$ cat config.mk
export PLATFORM = sky130hd
export DESIGN_NAME = xor5_serial_feeder
export DESIGN_NICKNAME = d
export VERILOG_FILES = /design/src/rtl/xor5_serial_feeder.sv
export SDC_FILE = /design/constraint.sdc
export NUM_CORES = 1
export LEC_CHECK = 0
export BUFFER_PORTS_ARGS = -buffer_cell sky130_fd_sc_hd__buf_2
export CAP_MARGIN = 30
export CORE_MARGIN = 10
export CORE_UTILIZATION = 35
export CTS_CLUSTER_SIZE = 40
export DETAILED_ROUTE_END_ITERATION = 16
export SETUP_SLACK_MARGIN = 0.05
export SYNTH_ARGS = -nofsm -noshare
export SYNTH_HDL_FRONTEND = slang
export SYNTH_SLANG_ARGS = --single-unit
export TNS_END_PERCENT = 30
$ cat constraint.sdc
create_clock -name clk -period 1.7 [get_ports clk]
set_input_delay 0.34 -clock clk [delete_from_list [all_inputs] [get_ports clk]]
set_output_delay 0.34 -clock clk [all_outputs]
set_load 0.005 [all_outputs]
$ cat src/rtl/xor5_serial_feeder.sv
`default_nettype none
// ============================================================================
// Module   : xor5_serial_feeder
// Purpose  : Deserializes a 1-bit stream into 5-bit words and presents each
//            word to the 5-input XOR parity stage over valid/ready, with a
//            sticky drop flag and a saturating delivered-word counter.
//            Optional parity reference outputs: XOR5_FEEDER_PARITY_CHECK_EN.
// Revision : 1.0 - initial release
// ============================================================================
module xor5_serial_feeder #(
  parameter int CNT_W = 8
) (
  input  logic             clk,
  input  logic             rst,
  input  logic             bit_in,
  input  logic             bit_valid,
  input  logic             frame_start,
  output logic             x,
  output logic             y,
  output logic             z,
  output logic             p,
  output logic             q,
  output logic             word_valid,
  input  logic             word_ready,
  output logic             overflow,
  input  logic             clr_overflow,
`ifdef XOR5_FEEDER_PARITY_CHECK_EN
  output logic             perr,
  output logic [CNT_W-1:0] perr_count,
`endif
  output logic [CNT_W-1:0] word_count
);

  typedef enum logic [0:0] {
    S_IDLE    = 1'b0,
    S_COLLECT = 1'b1
  } state_t;

  localparam logic [CNT_W-1:0] c_one = CNT_W'(1);

  state_t           r_state;
  logic [3:0]       r_sr;
  logic [2:0]       r_idx;
  logic [4:0]       r_word;
  logic             r_valid;
  logic             r_ovf;
  logic [CNT_W-1:0] r_cnt;

  logic       w_complete;
  logic       w_consume;
  logic       w_load;
  logic       w_drop;
  logic [4:0] w_new_word;

  // Bit 4 lands only in COLLECT without a resync; it completes the word.
  assign w_complete = bit_valid & (r_state == S_COLLECT) & ~frame_start & (r_idx == 3'd4);
  assign w_consume  = r_valid & word_ready;
  assign w_load     = w_complete & (~r_valid | word_ready);
  assign w_drop     = w_complete & r_valid & ~word_ready;
  assign w_new_word = {bit_in, r_sr};

`ifdef XOR5_FEEDER_PARITY_CHECK_EN
  logic             r_perr;
  logic [CNT_W-1:0] r_pcnt;

  always_ff @(posedge clk or posedge rst) begin
    if (rst) begin
      r_perr <= 1'b0;
      r_pcnt <= '0;
    end else begin
      if (w_load) begin
        r_perr <= ^w_new_word;
      end
      if (w_consume && r_perr && !(&r_pcnt)) begin
        r_pcnt <= r_pcnt + c_one;
      end
    end
  end

  assign perr       = r_perr;
  assign perr_count = r_pcnt;
`endif

  always_ff @(posedge clk or posedge rst) begin
    if (rst) begin
      r_state <= S_IDLE;
      r_sr    <= '0;
      r_idx   <= '0;
      r_word  <= '0;
      r_valid <= 1'b0;
      r_ovf   <= 1'b0;
      r_cnt   <= '0;
    end else begin
      if (bit_valid) begin
        if (r_state == S_IDLE || frame_start) begin
          r_sr    <= {3'b000, bit_in};
          r_idx   <= 3'd1;
          r_state <= S_COLLECT;
        end else if (r_idx == 3'd4) begin
          r_sr    <= '0;
          r_idx   <= 3'd0;
          r_state <= S_IDLE;
        end else begin
          r_sr[r_idx[1:0]] <= bit_in;
          r_idx            <= r_idx + 3'd1;
        end
      end

      // A load in the same cycle as a consume keeps the register full.
      if (w_load) begin
        r_word  <= w_new_word;
        r_valid <= 1'b1;
      end else if (w_consume) begin
        r_valid <= 1'b0;
      end

      if (w_drop) begin
        r_ovf <= 1'b1;
      end else if (clr_overflow) begin
        r_ovf <= 1'b0;
      end

      if (w_consume && !(&r_cnt)) begin
        r_cnt <= r_cnt + c_one;
      end
    end
  end

  assign x          = r_word[0];
  assign y          = r_word[1];
  assign z          = r_word[2];
  assign p          = r_word[3];
  assign q          = r_word[4];
  assign word_valid = r_valid;
  assign overflow   = r_ovf;
  assign word_count = r_cnt;

endmodule
`default_nettype wire

==> metrics.txt, run 1 <==
Sinks on Clock Net 23; DRC 0; RSZ-0062 raised after global routing false; Avg WL per Cell 13.7 µm; Initial Util 36.2%; H-tree depth 1; cell chain of the critical path ha_1 -> and3_1 -> nand3_1 -> nand3_1 -> mux2_2; WS Path Type reg -> reg; CP endpoint kind flop; Placer Congestion 0.785; CP required 1.91 ns; fin util 43.0%; Ports 22; # rows 20; core area 3000 µm²; clk_lat worst skew 0.31 ns; most frequent cells in the layout 23 x dfrtp_1, 21 x buf_2, 9 x o21ai_0; Min Clock Period, post-route 1.55 ns; Max-Cap Viols 0; Post-DP Area 1250 µm²; synthesis-stage register bit count 23; final setup TNS 0 ns; worst hold slack 0.0379 ns; startpoint types flop; most common cell after layout, fill and taps aside dfrtp_1; Routed Wire Length 2.16 mm; Filler Cells Inserted 291; VDD IR max 386 µV; CP Max Fanout 4; dpl hpwl 1.68 mm; share of cells above drive strength 1 30.4%; Avg Cell Area, Syn 11.3 µm²; period utilization 91.2%; Layout area overhead 19.0%; Finished Cell Area 1290 µm²; Pre-antenna DRT Iters 4; total congestion overflow 0; Die Area 5730 µm²; Antenna Cells 0; Net Count, Synth 108; clk slew on worst S/H paths 0.12 ns; via density per instance 5.23; Hold Path Class in -> async; Crit-path slowest cell dfrtp_1; Vias 827; CTS tree built; status finished clean; gr usage total 8.34%; Die H 75.7 µm; clock tree buffer depth 2; Leak 0.662 nW; total power 1.08 mW; cell count after synthesis 96; mapped cell area 1090 µm²; Setup violations, final 0; Synth Warn # 0; Die X 75.7 µm; total CTS buffers 3; number of global-route vias before repair 870; hold-fix buffers at CTS 0; fmax 645 MHz; Yosys cell types 27; most used cell, CP nand3_1; Pwr Density 836 nW/µm²; Max transition margin 80.7%; largest stage delay on the critical path 0.42 ns; Final Skew 0.00416 ns; Root Buffer clkbuf_4; Worst Tran Pin Value 0.290 ns; CP arrival 1.76 ns; DR iter-0 viols 21; post-synthesis sequential area ratio 53.0%; Port Buffers 21; Max Slew Vio Count 0; final net count 138; largest net degree at the start of global routing 24; first-pass GRT wire length 3.73 mm; initial antenna violation count 0; Fin. Hold Viols 0; ANT nets after route 0
-- sequential cells by signal, summed over array words and instances, names as in the netlist --
| name | flops |
|---|---|
| word_count | 8 |
| r_word | 5 |
| r_sr | 4 |
| r_idx | 3 |
| overflow | 1 |
| r_state | 1 |
| word_valid | 1 |
-- timing repair --
action / 4_1_cts / 5_1_grt
setup buffers: 0 / 2
setup endpoints to repair: 0 / 5
gates resized for setup: 0 / 0
-- logic make-up after synthesis --
| logic type | after synthesis | synth area share [%] |
|---|---|---|
| AOI/OAI and AO/OA | 25 | 15.7 |
| xor gates and xnor gates | 4 | 3.23 |
| adders and majority gates | 5 | 5.76 |
| buffers and inverters | 6 | 2.07 |
| DFF | 23 | 53.0 |
| muxes | 6 | 6.22 |
| and+or+nand+nor | 27 | 14.1 |
-- power breakdown --
part           internal [mW]  switching [mW]  total [mW]  leakage [nW]
combinational         0.0952          0.0952       0.190         0.340
clock                 0.0917           0.162       0.254        0.0150
sequential             0.599          0.0380       0.637         0.308
-- path summary, 6_finish.rpt --
path	cells past startpoint	endpoint	start	slack [ns]
min in group clk	2	overflow	clr_overflow	0.19
max reg2reg	5	word_count[1]	word_count[0]	0.15
min reg2reg	2	r_sr[0]	r_sr[0]	0.50
max in group asynchronous	3	word_count[1]	rst	1.44
min	3	r_sr[1]	rst	0.04
max	5	word_count[1]	word_count[0]	0.15
-- critical path: cells and delay by family (launching register included) --
| kind | cells | cell delay [ns] |
|---|---|---|
| AND/OR/NAND/NOR | 3 | 0.42 |
| flip-flops | 1 | 0.42 |
| adder cells (fa/ha/maj) | 1 | 0.27 |
| multiplexers | 1 | 0.34 |
-- cells in the mapped netlist --
library cell | instances | area [µm²]
nand2_1 | 8 | 30.0
a211oi_1 | 1 | 7.51
nand4_1 | 1 | 6.26
inv_1 | 5 | 18.8
clkbuf_1 | 1 | 3.75
nor2_1 | 1 | 3.75
and2b_1 | 1 | 7.51
xor2_1 | 2 | 17.5
dfrtp_1 | 23 | 576
mux2_2 | 6 | 67.6
nor2b_1 | 2 | 12.5
a31oi_1 | 2 | 12.5
and4_1 | 1 | 8.76
a21oi_1 | 6 | 30.0
o21a_1 | 1 | 7.51
a2111oi_4 | 1 | 27.5
and3_4 | 1 | 11.3
and3_1 | 1 | 6.26
nand2b_1 | 2 | 12.5
o21ai_0 | 9 | 45.0
xnor2_1 | 2 | 17.5
nor2b_4 | 1 | 13.8
o22ai_1 | 1 | 6.26
a22o_1 | 3 | 26.3
ha_1 | 5 | 62.6
nand3_1 | 8 | 40.0
o31ai_1 | 1 | 7.51
-- per-stage QoR --
stage / cells / setup slack, ns
floorplan: 96 / 0.120
finish: 158 / 0.149
CTS: 156 / 0.0957
global placement: 152 / 0.164
detailed placement: 152 / 0.120
global route: 158 / 0.0519
-- cell type report --
class / count / area, µm² / share of cell area [%]
clock buffers: 4 / 26.3 / 2.03
well taps: 33 / 41.3 / 3.19
multi-input cells: 67 / 488 / 37.8
inverters: 5 / 18.8 / 1.45
repair buffers: 26 / 143 / 11.0
flip-flops and latches: 23 / 576 / 44.5
-- routing by layer --
metal | global-route usage [%] | routed length (µm) | vias up
met2 | 14.6 | 1050 | 28
met4 | 3.09 | 29 | 0
li1 | - | - | 403
met3 | 3.39 | 190 | 6
met5 | 0 | 0 | -
met1 | 8.73 | 891 | 390
Note: power is estimated with default switching activity, not from simulation.
==> run 2, diff against run 1 <==
- CORE_UTILIZATION: 35 -> 45
- PLACE_DENSITY: unset -> 0.7
==> metrics.txt, run 2 (synthesized netlist as in run 1, its figures left out) <==
status finished clean; Routed Wire Length 2.16 mm (+0.23%); share of cells above drive strength 1 30.6% (+0.25 points); Clock power frac 23.3% (-0.2 points); clk slew on worst S/H paths 0.13 ns (about the same); Flop pwr share 59.6% (+0.7 points); total congestion overflow 0 (unchanged); Comb pwr share 17.1% (-0.5 points); via density per instance 5.39 (+2.9%); Max-Cap Viols 0 (unchanged); CP arrival 1.76 ns (about the same); DRC 0 (unchanged); Worst Tran Pin Value 0.294 ns (+0.00414 ns); Final Skew 0.00105 ns (-0.00312 ns); core area 2250 µm² (-25%); # rows 17 (-15%); Vias 819 (-0.97%); Hold Path Class in -> async; GR Layer Usage met3 2.85% (-0.53 points); Die H 69.1 µm (-8.7%); VDD IR max 450 µV (+17%); max FFs per register 8 (unchanged); DR iter-0 viols 53 (+150%); Sinks on Clock Net 23 (unchanged); largest net degree at the start of global routing 24 (unchanged); CP required 1.91 ns (about the same); most frequent cells in the layout 23 x dfrtp_1, 21 x buf_2, 9 x o21ai_0; crit path launch r_idx[1]; Avg WL per Cell 14.2 µm (+4.2%); initial antenna violation count 0 (unchanged); ANT nets after route 0 (unchanged); RR Endpoint r_word[1]; startpoint types flop; Pwr Density 839 nW/µm² (+0.28%); gr usage total 9.08% (+0.75 points); crit path capture r_word[1]; clk_lat worst skew 0.30 ns (about the same); Int Pwr 0.777 mW (-1.1%); fmax 643 MHz (-0.30%); period utilization 91.5% (+0.28 points); final setup TNS 0 ns (unchanged); Setup violations, final 0 (unchanged); CP Max Fanout 5 (+1); Switching Share 27.6% (+0.28 points); Min Clock Period, post-route 1.56 ns (+0.00470 ns); Die X 69.1 µm (-8.7%); H-tree depth 1 (unchanged); Fin. Hold Viols 0 (unchanged); # resized after CTS 0 (unchanged); Register-to-Register Path Depth 5 (unchanged); global routing's busiest layer met2; Net Switching 0.296 mW (+0.32%); Ports 22 (unchanged); Antenna Cells 0 (unchanged); clock tree buffer depth 2 (unchanged); routing usage on met2 15.7% (+1.1 points); Root Buffer clkbuf_4; Die Area 4780 µm² (-17%); WS Path Type reg -> reg; GR Layer Usage met1 9.83% (+1.1 points); Leak 0.660 nW (-0.37%); Initial Util 48.2% (+12 points); first-pass GRT wire length 3.74 mm (+0.35%); CTS tree built; total power 1.07 mW (-0.69%); RSZ-0062 raised after global routing false; Max transition margin 80.4% (-0.28 points); CP endpoint kind flop; final net count 137 (-0.72%); Layout area overhead 17.9%; Max Slew Vio Count 0 (unchanged); total CTS buffers 3 (unchanged); Filler Cells Inserted 205 (-30%); dpl hpwl 1.68 mm (-0.17%); most common cell after layout, fill and taps aside dfrtp_1; Port Buffers 21 (unchanged); number of global-route vias before repair 842 (-3.2%); Placer Congestion 0.854 (+8.9%); FF-to-FF setup slack 0.14 ns (about the same); R2R Path Start r_idx[1]; Pre-antenna DRT Iters 4 (unchanged)
run 2: cell count changes in the layout (fill, tap and decap cells not counted), sizes merged:
cell	change
buf	-1
clkbuf	-1
clkinv	+1
run 2: how the worst min path moves through the flow:
stage          startpoint       endpoint  cells past startpoint
6_report              rst  word_count[6]                      3
5_1_grt               rst  word_count[6]                      3
4_1_cts               rst  word_count[2]                      3
3_5_place_dp          rst  word_count[6]                      3
3_3_place_gp          rst  word_count[6]                      3
2_1_floorplan         rst       overflow                      1
run 2: routing by layer:
layer,up-vias,wire length [µm],part of all wire [%]
met3,2,117,5.4
met4,0,17,0.79
met2,16,1110,51
met1,403,914,42
met5,-,0,0
li1,398,-,-
run 2: cell type report:
class	instances	area [µm²]	area share, %
sequential	23	576	45.0
multi-input combinational	67	488	38.1
clock buffer	3	22.5	1.76
inverter	5	18.8	1.47
timing repair buffer	25	135	10.6
clock inverter	1	5.00	0.391
tap	28	35.0	2.74
run 2: power by group through the flow:
stage | clock (mW) | sequential, mW | combinational [mW]
finish | 0.250 | 0.639 | 0.184
global route | 0.278 | 0.647 | 0.207
CTS | 0.261 | 0.642 | 0.184
detailed placement | 0 | 0.652 | 0.184
global placement | 0 | 0.649 | 0.174
floorplan | 0 | 0.648 | 0.102
run 2: metrics by stage:
stage / worst slack, ns / hold WS, ns / utilization [%] / area, µm² / cells
after CTS: 0.0982 / 0.0596 / 56.4 / 1270 / 151
after global routing: 0.0713 / 0.0775 / 56.8 / 1280 / 152
after floorplan: 0.120 / 0.342 / - / 1090 / 96
after detailed placement: 0.119 / 0.409 / 55.2 / 1240 / 147
final: 0.144 / 0.0479 / 56.8 / 1280 / 152
after global placement: 0.165 / 0.392 / 55.2 / 1240 / 147
run 2: repair_timing:
item / CTS / global route
setup buffers: 0 / 1
endpoints found under the setup margin: 0 / 4
hold endpoints to repair: 0 / 0
hold buffers: 0 / 0
run 2: critical path, stage by stage, from the launching register on:
cell and delay, ns:
dfrtp_1 0.42, inv_1 0.11, ha_1 0.18, nand4_1 0.17, nor2b_4 0.22, mux2_2 0.35
